[src/rtl/if_fetch_unit_pkg.sv]
// Shared pipeline definitions for the instruction-fetch stage.
package if_fetch_unit_pkg;

   localparam int unsigned XLEN = 32;
   localparam int unsigned PKT_W = 2 * XLEN;

   localparam logic [XLEN-1:0] RESET_PC_DEFAULT = 32'h0000_0000;

   localparam logic [1:0] ST_BOOT      = 2'd0;
   localparam logic [1:0] ST_FETCH     = 2'd1;
   localparam logic [1:0] ST_WAIT_SLOT = 2'd2;
   localparam logic [1:0] ST_DRAIN     = 2'd3;

   // Fetched instruction: address-plus-4 and the instruction word.
   typedef struct packed {
      logic [XLEN-1:0] pc;
      logic [XLEN-1:0] instr;
   } fetch_pkt_t;

endpackage

[src/rtl/if_skid_buffer.sv]
// One-entry holding register for a fetched instruction that found the output slot busy.
module if_skid_buffer
   import if_fetch_unit_pkg::*;
(
   input  logic       clk,
   input  logic       rst_n,
   input  logic       load_i,
   input  logic       clear_i,
   input  fetch_pkt_t data_i,
   output logic       valid_o,
   output fetch_pkt_t data_o
);

   logic       valid_q;
   fetch_pkt_t data_q;

   // Clear wins over load so a redirect always empties the entry.
   always_ff @(posedge clk) begin
      if (!rst_n) begin
         valid_q <= 1'b0;
         data_q  <= '0;
      end else if (clear_i) begin
         valid_q <= 1'b0;
         data_q  <= '0;
      end else if (load_i) begin
         valid_q <= 1'b1;
         data_q  <= data_i;
      end
   end

   assign valid_o = valid_q;
   assign data_o  = data_q;

endmodule

[src/rtl/if_fetch_unit.sv]
// Instruction-fetch stage: drives the instruction memory, buffers one early return
// in a skid entry, and presents {valid, PC, Instruction} to the IF/ID register.
module if_fetch_unit
   import if_fetch_unit_pkg::*;
#(
   parameter logic [XLEN-1:0] RESET_PC = RESET_PC_DEFAULT
) (
   input  logic            clk,
   input  logic            rst,
   input  logic            freeze,
   input  logic            branch_taken,
   input  logic [XLEN-1:0] branch_address,
   output logic            imem_req,
   output logic [XLEN-1:0] imem_addr,
   input  logic            imem_ack,
   input  logic [XLEN-1:0] imem_rdata,
   output logic [XLEN-1:0] PC,
   output logic [XLEN-1:0] Instruction,
   output logic            valid
);

   logic [1:0]      state_q, state_d;
   logic [XLEN-1:0] pc_q, pc_d;
   logic [XLEN-1:0] addr_q, addr_d;
   logic            req_q, req_d;
   logic            valid_q, valid_d;
   fetch_pkt_t      slot_q, slot_d;

   logic            skid_load_c;
   logic            skid_clear_c;
   logic            skid_valid_c;
   fetch_pkt_t      skid_data_c;
   fetch_pkt_t      fetched_c;
   logic [XLEN-1:0] pc_inc_c;
   logic            consume_c;
   logic            slot_free_c;

   assign consume_c   = valid_q & ~freeze;
   assign slot_free_c = ~valid_q | consume_c;
   assign pc_inc_c    = pc_q + XLEN'(4);
   assign fetched_c   = '{pc: pc_inc_c, instr: imem_rdata};

   if_skid_buffer u_skid (
      .clk     (clk),
      .rst_n   (rst),
      .load_i  (skid_load_c),
      .clear_i (skid_clear_c),
      .data_i  (fetched_c),
      .valid_o (skid_valid_c),
      .data_o  (skid_data_c)
   );

   always_ff @(posedge clk) begin
      if (!rst) begin
         state_q <= ST_BOOT;
         pc_q    <= RESET_PC;
         addr_q  <= RESET_PC;
         req_q   <= 1'b0;
         valid_q <= 1'b0;
         slot_q  <= '0;
      end else begin
         state_q <= state_d;
         pc_q    <= pc_d;
         addr_q  <= addr_d;
         req_q   <= req_d;
         valid_q <= valid_d;
         slot_q  <= slot_d;
      end
   end

   always_comb begin
      state_d      = state_q;
      pc_d         = pc_q;
      addr_d       = addr_q;
      valid_d      = valid_q;
      slot_d       = slot_q;
      skid_load_c  = 1'b0;
      skid_clear_c = 1'b0;

      // A consumed slot becomes a bubble unless refilled below; bubbles read as zero.
      if (consume_c) begin
         valid_d = 1'b0;
         slot_d  = '0;
      end

      if (branch_taken) begin
         pc_d         = branch_address;
         valid_d      = 1'b0;
         slot_d       = '0;
         skid_clear_c = 1'b1;
         case (state_q)
            ST_FETCH: begin
               if (imem_ack) begin
                  addr_d  = branch_address;
                  state_d = ST_FETCH;
               end else begin
                  state_d = ST_DRAIN;
               end
            end
            ST_DRAIN: state_d = ST_DRAIN;
            default: begin
               addr_d  = branch_address;
               state_d = ST_FETCH;
            end
         endcase
      end else begin
         case (state_q)
            ST_BOOT: begin
               addr_d  = pc_q;
               state_d = ST_FETCH;
            end
            ST_FETCH: begin
               if (imem_ack) begin
                  pc_d = pc_inc_c;
                  if (slot_free_c) begin
                     valid_d = 1'b1;
                     slot_d  = fetched_c;
                     addr_d  = pc_inc_c;
                  end else begin
                     skid_load_c = 1'b1;
                     state_d     = ST_WAIT_SLOT;
                  end
               end
            end
            ST_WAIT_SLOT: begin
               if (consume_c) begin
                  valid_d      = skid_valid_c;
                  slot_d       = skid_data_c;
                  skid_clear_c = 1'b1;
                  addr_d       = pc_q;
                  state_d      = ST_FETCH;
               end
            end
            ST_DRAIN: begin
               // Returning data belongs to a flushed path and is dropped.
               if (imem_ack) begin
                  addr_d  = pc_q;
                  state_d = ST_FETCH;
               end
            end
            default: state_d = ST_BOOT;
         endcase
      end

      req_d = (state_d == ST_FETCH) || (state_d == ST_DRAIN);
   end

   assign imem_req    = req_q;
   assign imem_addr   = addr_q;
   assign valid       = valid_q;
   assign PC          = slot_q.pc;
   assign Instruction = slot_q.instr;

endmodule

[config.mk]
export PLATFORM = sky130hd
export DESIGN_NAME = if_fetch_unit
export DESIGN_NICKNAME = d
export VERILOG_FILES = /design/src/rtl/if_fetch_unit_pkg.sv /design/src/rtl/if_skid_buffer.sv /design/src/rtl/if_fetch_unit.sv
export SDC_FILE = /design/constraint.sdc
export NUM_CORES = 1
export LEC_CHECK = 0
export CAP_MARGIN = 20
export CORE_MARGIN = 5
export CORE_UTILIZATION = 35
export CTS_CLUSTER_DIAMETER = 80
export DETAILED_ROUTE_END_ITERATION = 8
export SETUP_SLACK_MARGIN = 0.4
export SYNTH_ARGS = -nofsm -noshare
export SYNTH_HDL_FRONTEND = slang
export SYNTH_HIERARCHICAL = 1
export SYNTH_SLANG_ARGS = --single-unit
[constraint.sdc]
create_clock -name clk -period 3.1 [get_ports clk]
set_clock_uncertainty 0.05 [all_clocks]
set_input_delay 0.62 -clock clk [delete_from_list [all_inputs] [get_ports clk]]
set_output_delay 0.62 -clock clk [all_outputs]
set_load 0.01 [all_outputs]
==> results of run 1 <==
cells in the final DEF, fill, tap and decap left out, drive strengths merged, types with 16 or more instances in the layout:
cell           instances
dfxtp                196
nor2                 169
clkdlybuf4s50        164
nand2                135
a21oi                 82
mux2i                 68
buf                   53
o21ai                 49
xnor2                 45
nand3                 41
a22o                  39
o2bb2ai               38
a221oi                38
nand4                 33
nand2b                25
inv                   25
xor2                  22
nor3                  19
clkbuf                17
a31oi                 16
final cells by class:
cell class	instances	area, µm²
well taps	396	495
repair buffers	217	2110
multi-input cells	990	6350
fillers	3054	17200
clock buffers	17	425
clock inverters	15	210
flip-flops and latches	196	3920
inverters	19	71.3
sequential cells by signal (all words and copies together), names as in the netlist:
| register | count |
|---|---|
| u_skid/data_o | 64 |
| state_q | 1 |
| Instruction | 32 |
| pc_q | 32 |
| PC | 32 |
| imem_addr | 32 |
| imem_req | 1 |
| u_skid/valid_o | 1 |
| valid | 1 |
where the power goes:
group | leakage (nW) | switching (mW) | internal, mW
clock | 0.306 | 1.18 | 1.25
combinational | 2.67 | 0.528 | 0.401
sequential | 1.60 | 0.101 | 2.60
total | 4.57 | 1.81 | 4.25
layer usage:
layer	track usage [%]	routed length (µm)	share of wire (%)
met1	28.2	16900	45
met2	33.2	17300	46
met3	4.90	2700	7.2
met4	6.03	783	2.1
met5	0	0	0
cell families (layout without fill, tap and decap cells):
family                     after synthesis  after routing
and+or+nand+nor                        493            493
AOI/OAI and AO/OA                      354            354
DFF                                    196            196
buffers and inverters                  155            268
muxes                                   71             71
xor gates and xnor gates                67             67
adders and majority gates                5              5
metrics by stage:
stage / hold slack (ns) / power (mW)
2_1_floorplan: 0.385 / 3.24
3_3_place_gp: 0.391 / 3.67
3_5_place_dp: 0.397 / 3.68
4_1_cts: 0.409 / 6.10
5_1_grt: 0.424 / 6.27
6_report: 0.407 / 6.06
worst min-delay path by stage:
stage          cells after the start  slack, ns            from             end
6_report                           2       0.41    imem_addr[9]    imem_addr[9]
2_1_floorplan                      2       0.39  u_skid/valid_o  u_skid/valid_o
5_1_grt                            2       0.42   imem_addr[11]   imem_addr[11]
3_3_place_gp                       2       0.39   imem_addr[14]   imem_addr[14]
3_5_place_dp                       2       0.40    imem_addr[9]    imem_addr[9]
4_1_cts                            2       0.41    imem_addr[9]    imem_addr[9]
==> results.toml, run 1 <==
[outcome]
status = "finished, final reports clean"

[power]
ir_drop_mv = 0.344
leakage_nw = 4.57
p_per_area_mw_per_mm2 = 446

[clocking]
postCtsSetupBuffers = 0
ctsHtreeMaxLevel = 4
clk_path_buf_depth = 2
cts-buffers-inserted = 17
cts.sinks = 196
postCtsHoldBufs = 0
path_clk_slew_ns = 0.08
cts.repair.resized = 0
cts_tree = "done"
clock-root-buffer = "clkbuf_16"
clk-insertion-delay-late_ns = 0.45

[die]
dieArea_mm2 = 0.0349
ios = 167
die_y_um = 187
design.core.area_mm2 = 0.0307
dieWidth_um = 187
placementRows = 64
initial_core_util_pct = 35.6

[sta]
tightestPinTransition_ns = 0.923
setup_tns_ns = 0
timing.fmax_ghz = 0.396
slew_viol_final = 0
final.min_clock_period_ns = 2.52
setup_violations = 0
period_share_pct = 81.4
rsz0062_at_grt = "no"
timing.final.ws_setup_ns = 0.576
hold_viol = 0
slew_headroom_pct = 38.5

[logic_synthesis]
synth_area_per_cell_um2 = 8.16
synth_top_area_cell = "dfxtp_1"
synth.mux.area_fraction_pct = 6.53
synth_flop_cell = "dfxtp_1"
syn-num-nets = 1415
synth_fa_ha_area_share_pct = 0.572
yosysUniqueCellTypes = 67
synth-seq-cells = 196
yosysMostFrequentCell = "dfxtp_1"
synth_area_leaders = "dfxtp_1 36%, mux2i_1 6.2%, nor2_1 5.8%"
synth_top_family_by_area = "compound AO/OA/AOI/OAI gates"
synth_warnings = 6
syn_inst = 1341
synthesis.area_mm2 = 0.0109
synthSimpleGateAreaFrac_pct = 22.3
synth_compound_area_share_pct = 22.8
synth_top_area_share_pct = 35.9
yosysSeqAreaShare_pct = 35.9
synthXorXnorAreaFrac_pct = 5.36
synth.top_cells.by_count = "196 x dfxtp_1, 169 x nor2_1, 135 x nand2_1"
postSynth.asyncResetShare_pct = 0
synth_edf_count = 0

[route]
drtIter0Drc = 835
firstDrtPassIters = 5
wl_per_cell_um = 20.4
wl_mm = 37.7
num_vias = 10600
ant_nets = 0
drc_errors = 0
vias_per_cell = 5.73

[worst_setup_path]
cp-endpoint = "valid"
worstSetupPathType = "reg -> out"
ff2ff_path_depth = 6
cp_top_family = "buffers and inverters"
r2r_start = "pc_q[10]"
worstPathRequired_ns = 2.43
endpoint_kind = "output port"
startpoint = "valid"
cp_cell_sequence = "clkdlybuf4s50_1"
ff2ff_setup_slack_ns = 0.58
crit_path_start_kind = "flop"
cp.buffers_inverters = 1
worst-path-stages = 1
crit_fanout = 14
cp_slowest_cell = "clkdlybuf4s50_1"
cp.arrival_ns = 1.85
r2r_end = "u_skid/data_o[59]"
worst_path_largest_cell_delay_ns = 0.73

[placed_design]
gp_congestion = 0.912
dpl_cell_area_mm2 = 0.0130
place_inst = 1818
dp_hpwl_mm = 25.7
portBuffers = 166
post-place-ws_ns = 0.439

[finish]
fin_util_pct = 44.2
syn_to_final_growth_pct = 24.2
drive_above_1_share_pct = 8.39
antennaDiodeCount = 0
final_area_mm2 = 0.0136
layoutNonFillerInstCount = 1850
final_nets = 1515

[global_route]
grt_max_degree = 50
overflow = 0
antenna_found_initial = 0
grt_pass1_wl_mm = 58.8
grt_pass1_vias = 10100
grt_usage_pct = 20.8

[job]
max_cap_violations = 0

[worst_hold_path]
hold_path_class = "reg -> reg"
Note: power is estimated with default switching activity, not from simulation.
==> run 2: changes to the inputs <==
==> constraint.sdc (replaced) <==
create_clock -name clk -period 2.12 [get_ports clk]
set_clock_uncertainty 0.05 [all_clocks]
set_input_delay 0.424 -clock clk [delete_from_list [all_inputs] [get_ports clk]]
set_output_delay 0.424 -clock clk [all_outputs]
set_load 0.01 [all_outputs]
==> results.toml, run 2 (synthesis gave the netlist of run 1 again) <==
[outcome]
status = "finished, final reports clean"

[global_route]
antenna_found_initial = 0
overflow = 0
grt_pass1_wl_mm = 66.3
grt_max_degree = 62
grt_pass1_vias = 11700
grt_usage_pct = 23.5

[route]
wl_per_cell_um = 22.2
firstDrtPassIters = 5
drc_errors = 0
vias_per_cell = 5.86
wl_mm = 46.7
m1WireLength_mm = 19.4
routed-wl-met2_mm = 22.3
num_vias = 12300
highest_layer = "met4"
ant_nets = 0
routed-wl-met3_mm = 3.19
drtIter0Drc = 1357

[die]
initial_core_util_pct = 35.6
ios = 167
placementRows = 64
design.core.area_mm2 = 0.0307
die_y_um = 187
dieArea_mm2 = 0.0349
dieWidth_um = 187

[clocking]
ctsHtreeMaxLevel = 4
path_clk_slew_ns = 0.08
clock-root-buffer = "clkbuf_16"
cts_tree = "done"
cts.sinks = 196
clk-insertion-delay-late_ns = 0.45
cts-buffers-inserted = 17
postCtsHoldBufs = 0
clk_path_buf_depth = 2

[sta]
final.min_clock_period_ns = 2.00
rsz0062_at_grt = "yes"
slew_viol_final = 0
timing.fmax_ghz = 0.499
tightestPinTransition_ns = 0.695
slew_headroom_pct = 53.2
hold_viol = 0
setup_violations = 0
period_share_pct = 94.5

[worst_hold_path]
hold_path_class = "in -> reg"
whs_path_depth = 3

[power]
leakage_nw = 7.16
ir_drop_mv = 0.571
p_per_area_mw_per_mm2 = 521

[finish]
final_nets = 1765
layout.cells.most_common_list = "172 x dfxtp_1, 160 x buf_4, 158 x nor2_1"
multi_input_area_mm2 = 0.00791
antennaDiodeCount = 0
syn_to_final_growth_pct = 65.5
register_area_mm2 = 0.00399
layout_commonest_cell = "dfxtp_1"
largest_reg_flops = 64
fin_util_pct = 58.9
fillers = 2558
layoutNonFillerInstCount = 2100
drive_above_1_share_pct = 35.9

[worst_setup_path]
endpoint_kind = "flop"
crit_fanout = 6
worstSetupPathType = "reg -> reg"
ff2ff_path_depth = 7
cp.arrival_ns = 2.34
cp_cell_sequence = "buf_4 > and3_4 > buf_6 > nand4_4 > or3_4 > a21o_1 > a31oi_1"
worst_path_largest_cell_delay_ns = 0.48
cp_slowest_cell = "or3_4"
cp.buffers_inverters = 2
cp_top_family = "simple AND/OR/NAND/NOR gates"
worst-path-stages = 7
worstPathRequired_ns = 2.45
crit_path_start_kind = "flop"

[placed_design]
gp_congestion = 0.877
place_inst = 1911
dp_hpwl_mm = 27.0
portBuffers = 166

[job]
max_cap_violations = 0
run 2: cell types whose count changed in the layout (fill, tap and decap cells not counted), sizes merged:
cell / previous run / this run
buf: 53 / 293
dlygate4sd2: 0 / 99
clkbuf: 17 / 31
clkinv: 6 / 10
inv: 25 / 19
bufbuf: 0 / 1
bufinv: 2 / 0
clkdlybuf4s50: 164 / 64
run 2: path summary, 6_finish.rpt:
| check | startpoint | endpoint | slack [ns] |
|---|---|---|---|
| setup / recovery | pc_q[10] | imem_addr[17] | 0.12 |
| setup reg to reg | pc_q[10] | imem_addr[17] | 0.12 |
| hold reg to reg | imem_addr[12] | imem_addr[12] | 0.40 |
| hold / removal | rst | imem_addr[30] | 0.33 |
run 2: cell type report:
| cell class | count | area share [%] |
|---|---|---|
| Sequential cell | 196 | 22.0 |
| Clock buffer | 21 | 2.54 |
| Timing Repair Buffer | 467 | 28.1 |
| Inverter | 19 | 0.435 |
| Tap cell | 396 | 2.74 |
| Multi-Input combinational cell | 990 | 43.7 |
| Clock inverter | 11 | 0.442 |
run 2: power by group:
part,switching (mW),internal [mW],leakage (nW)
Sequential,0.136,3.80,1.61
Combinational,1.17,1.16,5.29
Clock,1.59,1.57,0.267
run 2: timing repair:
action	in CTS	in global routing
setup endpoints to repair	285	190
gates resized for setup	364	153
cloned	18	10
buffers inserted	79	50
pin swaps	110	129
run 2: metrics by stage:
stage               setup TNS [ns]  total power [mW]  instance area [µm²]  worst slack, ns  hold WS (ns)
floorplan                        0              4.86                11600            0.298         0.385
global placement            -12.39              5.58                14100           -0.192         0.396
detailed placement          -17.13              5.59                14100           -0.226         0.394
CTS                              0              9.11                16800            0.235         0.285
global route                     0              9.71                18100           0.0435         0.327
finish                           0              9.43                18100            0.116         0.326
run 2: per-layer routing:
layer	GRT usage, %	vias up
met5	0	-
met4	9.67	0
met3	4.95	121
met2	37.6	557
met1	31.1	6072
li1	-	5565
run 2: worst reg2reg max path, stage by stage, from the launching register on:
cell,delay (ns)
dfxtp_4,0.39
buf_4,0.13
and3_4,0.24
buf_6,0.15
nand4_4,0.19
or3_4,0.48
a21o_1,0.19
a31oi_1,0.12
